`config.mk`:
```
export PLATFORM = sky130hd
export DESIGN_NAME = calc_port_responder
export DESIGN_NICKNAME = d
export VERILOG_FILES = /design/src/rtl/calc_pkg.sv /design/src/rtl/calc_alu.sv /design/src/rtl/calc_port_responder.sv
export SDC_FILE = /design/constraint.sdc
export NUM_CORES = 1
export LEC_CHECK = 0
export ABC_AREA = 0
export ABC_CLOCK_PERIOD_IN_PS = 7230
export BUFFER_PORTS_ARGS = -buffer_cell sky130_fd_sc_hd__buf_2
export CORE_MARGIN = 2
export CORE_UTILIZATION = 45
export DETAILED_ROUTE_END_ITERATION = 6
export MAX_ROUTING_LAYER = met4
export SLEW_MARGIN = 0
export SYNTH_ARGS = -nofsm -noshare
export SYNTH_HDL_FRONTEND = slang
export SYNTH_HIERARCHICAL = 1
export SYNTH_SLANG_ARGS = --single-unit
export TNS_END_PERCENT = 50
```
`constraint.sdc`:
```
create_clock -name c_clk -period 7.23 [get_ports c_clk]
set_clock_uncertainty 0.2 [all_clocks]
set_input_delay 0.3615 -clock c_clk [delete_from_list [all_inputs] [get_ports c_clk]]
set_output_delay 0.3615 -clock c_clk [all_outputs]
set_load 0.03 [all_outputs]
```
`src/rtl/calc_pkg.sv`:
```
// ---------------------------------------------------------------------------
// calc_pkg
// Shared types and constants for the single-port calculator responder.
//   cmd_t    : command codes accepted on cmd_in (other codes are invalid)
//   resp_t   : response codes driven on out_resp (code 3 is never driven)
//   state_t  : responder FSM states
//   resp_code: maps an ALU error flag onto the response code to return
// ---------------------------------------------------------------------------
package calc_pkg;

  localparam int CALC_DATA_W = 32;
  localparam int CALC_CMD_W  = 4;
  localparam int CALC_CNT_W  = 4;

  typedef enum logic [CALC_CMD_W-1:0] {
    CMD_NOP = 4'd0,
    CMD_ADD = 4'd1,
    CMD_SUB = 4'd2,
    CMD_SHL = 4'd5,
    CMD_SHR = 4'd6
  } cmd_t;

  typedef enum logic [1:0] {
    RESP_NONE = 2'd0,
    RESP_OK   = 2'd1,
    RESP_ERR  = 2'd2
  } resp_t;

  typedef enum logic [1:0] {
    IDLE = 2'd0,
    OP2  = 2'd1,
    EXEC = 2'd2,
    RESP = 2'd3
  } state_t;

  // Response code for a completed operation.
  function automatic resp_t resp_code(input logic err);
    resp_t code;
    if (err) begin
      code = RESP_ERR;
    end else begin
      code = RESP_OK;
    end
    return code;
  endfunction

endpackage

```
`src/rtl/calc_alu.sv`:
```
// ---------------------------------------------------------------------------
// calc_alu
// Purely combinational unsigned arithmetic for the calculator responder.
//   cmd    in  4       command code (raw, may be an invalid code)
//   op1    in  DATA_W  first operand
//   op2    in  DATA_W  second operand / shift amount (low bits only)
//   result out DATA_W  result, forced to zero whenever err is set
//   err    out 1       overflow, underflow or invalid command
// ---------------------------------------------------------------------------
module calc_alu import calc_pkg::*; #(
  parameter int DATA_W = CALC_DATA_W
) (
  input  logic [CALC_CMD_W-1:0] cmd,
  input  logic [DATA_W-1:0]     op1,
  input  logic [DATA_W-1:0]     op2,
  output logic [DATA_W-1:0]     result,
  output logic                  err
);

  localparam int SH_W = $clog2(DATA_W);

  logic [DATA_W:0]   sum_s;
  logic [SH_W-1:0]   shamt_s;

  // Extra top bit of the sum is the carry that flags an add overflow.
  assign sum_s   = {1'b0, op1} + {1'b0, op2};
  // Only the low bits of op2 select the shift distance; the rest are ignored.
  assign shamt_s = op2[SH_W-1:0];

  // Operation select; every error path returns a zero result.
  always_comb begin
    result = {DATA_W{1'b0}};
    err    = 1'b0;
    case (cmd)
      CMD_NOP: begin
        result = {DATA_W{1'b0}};
        err    = 1'b0;
      end
      CMD_ADD: begin
        if (sum_s[DATA_W]) begin
          err = 1'b1;
        end else begin
          result = sum_s[DATA_W-1:0];
        end
      end
      CMD_SUB: begin
        if (op2 > op1) begin
          err = 1'b1;
        end else begin
          result = op1 - op2;
        end
      end
      CMD_SHL: begin
        result = op1 << shamt_s;
      end
      CMD_SHR: begin
        result = op1 >> shamt_s;
      end
      default: begin
        err = 1'b1;
      end
    endcase
  end

endmodule

```
`src/rtl/calc_port_responder.sv`:
```
// ---------------------------------------------------------------------------
// calc_port_responder
// Responder end of the single-port calculator interface. A command with
// operand 1 is taken in one cycle, operand 2 in the next; the result is
// computed and registered on the operand-2 edge and returned LATENCY cycles
// later as a one-cycle response.
//   c_clk    in  1       port clock, rising edge
//   reset_n  in  1       asynchronous active-low reset
//   cmd_in   in  4       command code, sampled only while idle
//   data_in  in  DATA_W  operand 1 (command cycle) / operand 2 (next cycle)
//   out_resp out 2       response code, non-zero for exactly one cycle
//   data_out out DATA_W  result, non-zero only alongside a success response
//   busy     out 1       high from operand-2 capture through the response
// ---------------------------------------------------------------------------
module calc_port_responder import calc_pkg::*; #(
  parameter int LATENCY = 3,
  parameter int DATA_W  = CALC_DATA_W
) (
  input  logic                  c_clk,
  input  logic                  reset_n,
  input  logic [CALC_CMD_W-1:0] cmd_in,
  input  logic [DATA_W-1:0]     data_in,
  output logic [1:0]            out_resp,
  output logic [DATA_W-1:0]     data_out,
  output logic                  busy
);

  localparam logic [CALC_CNT_W-1:0] CNT_LOAD = CALC_CNT_W'(LATENCY - 1);

  state_t                  state_r;
  logic [CALC_CMD_W-1:0]   cmd_r;
  logic [DATA_W-1:0]       op1_r;
  logic [CALC_CNT_W-1:0]   cnt_r;
  logic [DATA_W-1:0]       res_r;
  logic                    err_r;

  logic [DATA_W-1:0]       alu_res_s;
  logic                    alu_err_s;

  // Operand 2 is fed straight from the port so the result can be registered
  // on the same edge that would capture operand 2.
  calc_alu #(
    .DATA_W (DATA_W)
  ) u_alu (
    .cmd    (cmd_r),
    .op1    (op1_r),
    .op2    (data_in),
    .result (alu_res_s),
    .err    (alu_err_s)
  );

  // Transaction FSM, latency counter and registered port outputs.
  always_ff @(posedge c_clk or negedge reset_n) begin
    if (!reset_n) begin
      state_r  <= IDLE;
      cmd_r    <= {CALC_CMD_W{1'b0}};
      op1_r    <= {DATA_W{1'b0}};
      cnt_r    <= {CALC_CNT_W{1'b0}};
      res_r    <= {DATA_W{1'b0}};
      err_r    <= 1'b0;
      out_resp <= RESP_NONE;
      data_out <= {DATA_W{1'b0}};
      busy     <= 1'b0;
    end else begin
      case (state_r)
        IDLE: begin
          out_resp <= RESP_NONE;
          data_out <= {DATA_W{1'b0}};
          busy     <= 1'b0;
          if (cmd_in != 4'd0) begin
            cmd_r   <= cmd_in;
            op1_r   <= data_in;
            state_r <= OP2;
          end else begin
            state_r <= IDLE;
          end
        end
        OP2: begin
          // cmd_in is deliberately ignored here: this cycle belongs to op2.
          res_r    <= alu_res_s;
          err_r    <= alu_err_s;
          cnt_r    <= CNT_LOAD;
          busy     <= 1'b1;
          out_resp <= RESP_NONE;
          data_out <= {DATA_W{1'b0}};
          if (LATENCY == 1) begin
            state_r <= RESP;
          end else begin
            state_r <= EXEC;
          end
        end
        EXEC: begin
          busy     <= 1'b1;
          out_resp <= RESP_NONE;
          data_out <= {DATA_W{1'b0}};
          // Leaving on the count of one lands the response edge exactly
          // LATENCY edges after the operand-2 edge.
          if (cnt_r <= 4'd1) begin
            cnt_r   <= 4'd0;
            state_r <= RESP;
          end else begin
            cnt_r   <= cnt_r - 4'd1;
            state_r <= EXEC;
          end
        end
        RESP: begin
          out_resp <= resp_code(err_r);
          data_out <= res_r;
          busy     <= 1'b1;
          cnt_r    <= 4'd0;
          state_r  <= IDLE;
        end
        default: begin
          out_resp <= RESP_NONE;
          data_out <= {DATA_W{1'b0}};
          busy     <= 1'b0;
          state_r  <= IDLE;
        end
      endcase
    end
  end

endmodule

```
==> metrics.csv <==
metric,value,unit
routed len/inst,23.1,microns
PortBufs,72,
CP Capture Type,flip-flop,
DRC errors left,0,
Final Non-Filler Cells,1678,
Post-layout nets,1462,
Max Fanout on Critical Path,20,
"Seq/Total Area, Yosys",0.246,
CTS tree,done,
ys flop type,dfrtp_1,
Clock Sinks,110,
ANT cells,0,
routing usage on met2,0.401,
LEAKAGE,5.45,nW
boundary pin count,73,
Hold Crit Class,primary input to flip-flop,
post-route setup slack,2380,ps
Starting DRT DRC Count,1442,
"Reg clk slew, reported paths",110,ps
Vias,10800,
placed insts,1661,
busiest layer in global routing,met1,
first-pass GRT wire length,59100,microns
mapped cell area,0.0112,sq mm
Critical Path RT,7300,ps
synth unique cells,89,
fin util,0.489,
Die Width,162,microns
CTS resizes,0,
Max clock buf depth,2,
final slew viol count,0,
Crit Path Class,flip-flop to flip-flop,
core area,0.0244,sq mm
Post-synth EDFFs,0,
WL final,38700,microns
GRT Util Overall,0.300,
Relative slew margins,0.298,
Tcrit/Tclk final,0.671,
number of global-route vias before repair,9663,
met3 global-route usage,0.0508,
Tot Pwr,5.13,mW
die area,0.0262,sq mm
DIE HEIGHT,162,microns
Fin Hold WS,36.1,ps
grt ovf,0,
"commonest non-fill, non-tap cell in the layout",nor2_1,
root buf cell,clkbuf_16,
largest net degree at the start of global routing,80,
number of routed nets with antenna violations,0,
Initial DRT Pass Iterations,6,
Inserted Clock Buffers,9,
row cnt,57,
Final setup viols,0,
"Avg Cell Area, Syn",8.31,sq um
met1 usage,0.461,
Synth Register Bits,110,
GPL Wtd Cong,1.02,
Final Instance Area,0.0119,sq mm
Fmax,0.206,GHz
Area growth syn-to-layout,6.58,%
max cap viols,0,
share of cells above drive strength 1,0.171,
syn_nets,1461,
final hold violations,0,
"Async S/R FF share, synth",1.00,
Worst Tran Pin Value,1050,ps
worst skew pair latency,380,ps
status,"complete, no violations",
clock period minus worst slack,4850,ps
RSZ-0062 raised after global routing,false,
"commonest cells after routing, fill and taps aside","nor2_1 (137), a21oi_1 (119), dfrtp_1 (110), o21ai_0 (94), nand2_1 (85)",
Post-DP Area,0.0116,sq mm
crit path DAT,4930,ps
initial antenna violation count,0,
# H-tree levels,3,
pwr/cell area,430,mW/mm^2
DP Worst Slack,2160,ps
Yosys warning count,6,
total negative slack,0,ps
Cells after Synth,1348,
peak supply drop,206,uV
CP Launch Type,flip-flop,
Post-DP HPWL,29700,microns
vias per cell,6.42,
initial core utilization,0.459,
[cell type report]
type,instances,area (sq um)
Fill cell,2444,12500
Multi-Input combinational cell,1068,7710
Clock inverter,7,91.3
Inverter,75,282
Sequential cell,110,2750
Clock buffer,9,225
Timing Repair Buffer,85,465
Tap cell,324,405
[path summary, 6_finish.rpt]
check / end / start / slack (ps) / cells past startpoint
setup / recovery: res_r[3] / op1_r[0] / 2380 / 14
max in group asynchronous: res_r[30] / reset_n / 5190 / 3
hold reg to reg: out_resp[0] / err_r / 240 / 1
min in group asynchronous: res_r[3] / reset_n / 320 / 2
hold / removal: cmd_r[1] / cmd_in[1] / 40 / 2
setup reg to reg: res_r[3] / op1_r[0] / 2380 / 14
[logic make-up (layout without fill, tap and decap cells)]
group	Yosys count	after routing	synth area share
AO/OA/AOI/OAI	466	466	0.281
buffers and inverters	170	176	0.0656
adder cells (fa/ha/maj)	75	75	0.0851
XOR/XNOR	1	1	0.000782
flip-flops	110	110	0.246
AND/OR/NAND/NOR	374	374	0.161
multiplexers	152	152	0.161
[what timing repair did]
action,4_1_cts,5_1_grt
hold endpoints to repair,40,0
hold buffers,1,0
setup buffers,0,0
[worst max-delay path, cell delays in order, from the launching register on]
cell and delay [ps]:
dfrtp_1 430, ha_1 190, inv_1 50, fa_1 370
or2_1 260, a221oi_1 430, o211ai_1 250, a211oi_2 380
o21ai_1 160, and2_4 200, o21ai_2 820, buf_4 340
o221a_2 210, o221ai_1 140, mux2_2 300
[Yosys cell counts, types with 22 or more instances]
library cell | instances | share of area
o21ai_1 | 22 | 0.0098
inv_1 | 73 | 0.024
a21oi_1 | 119 | 0.053
o21ai_0 | 94 | 0.042
ha_1 | 73 | 0.082
mux2_2 | 59 | 0.059
dfrtp_1 | 110 | 0.25
nor2_1 | 137 | 0.046
clkbuf_1 | 57 | 0.019
a221oi_1 | 29 | 0.023
mux2i_1 | 61 | 0.055
and2_1 | 38 | 0.021
mux2_4 | 26 | 0.035
nand2_1 | 85 | 0.028
[where the power goes]
part / total, mW / internal (mW) / switching (mW)
clock network: 0.555 / 0.253 / 0.302
logic: 3.38 / 1.35 / 2.03
registers: 1.19 / 0.846 / 0.346
total: 5.13 / 2.45 / 2.68
[state kept, by name, summed over array words and instances, names as in the netlist]
signal and cells:
cnt_r 4, res_r 32, data_out 32, out_resp 2
err_r 1, state_r 2, op1_r 32, cmd_r 4
busy 1
[routing by layer]
| layer | vias to the layer above | routed length [microns] | share of wire |
|---|---|---|---|
| met5 | - | 0 | 0 |
| met4 | 0 | 980 | 0.025 |
| met3 | 70 | 3750 | 0.097 |
| met2 | 596 | 15300 | 0.40 |
| met1 | 5136 | 18600 | 0.48 |
| li1 | 4966 | - | - |
(Power assumes the default switching activity.)
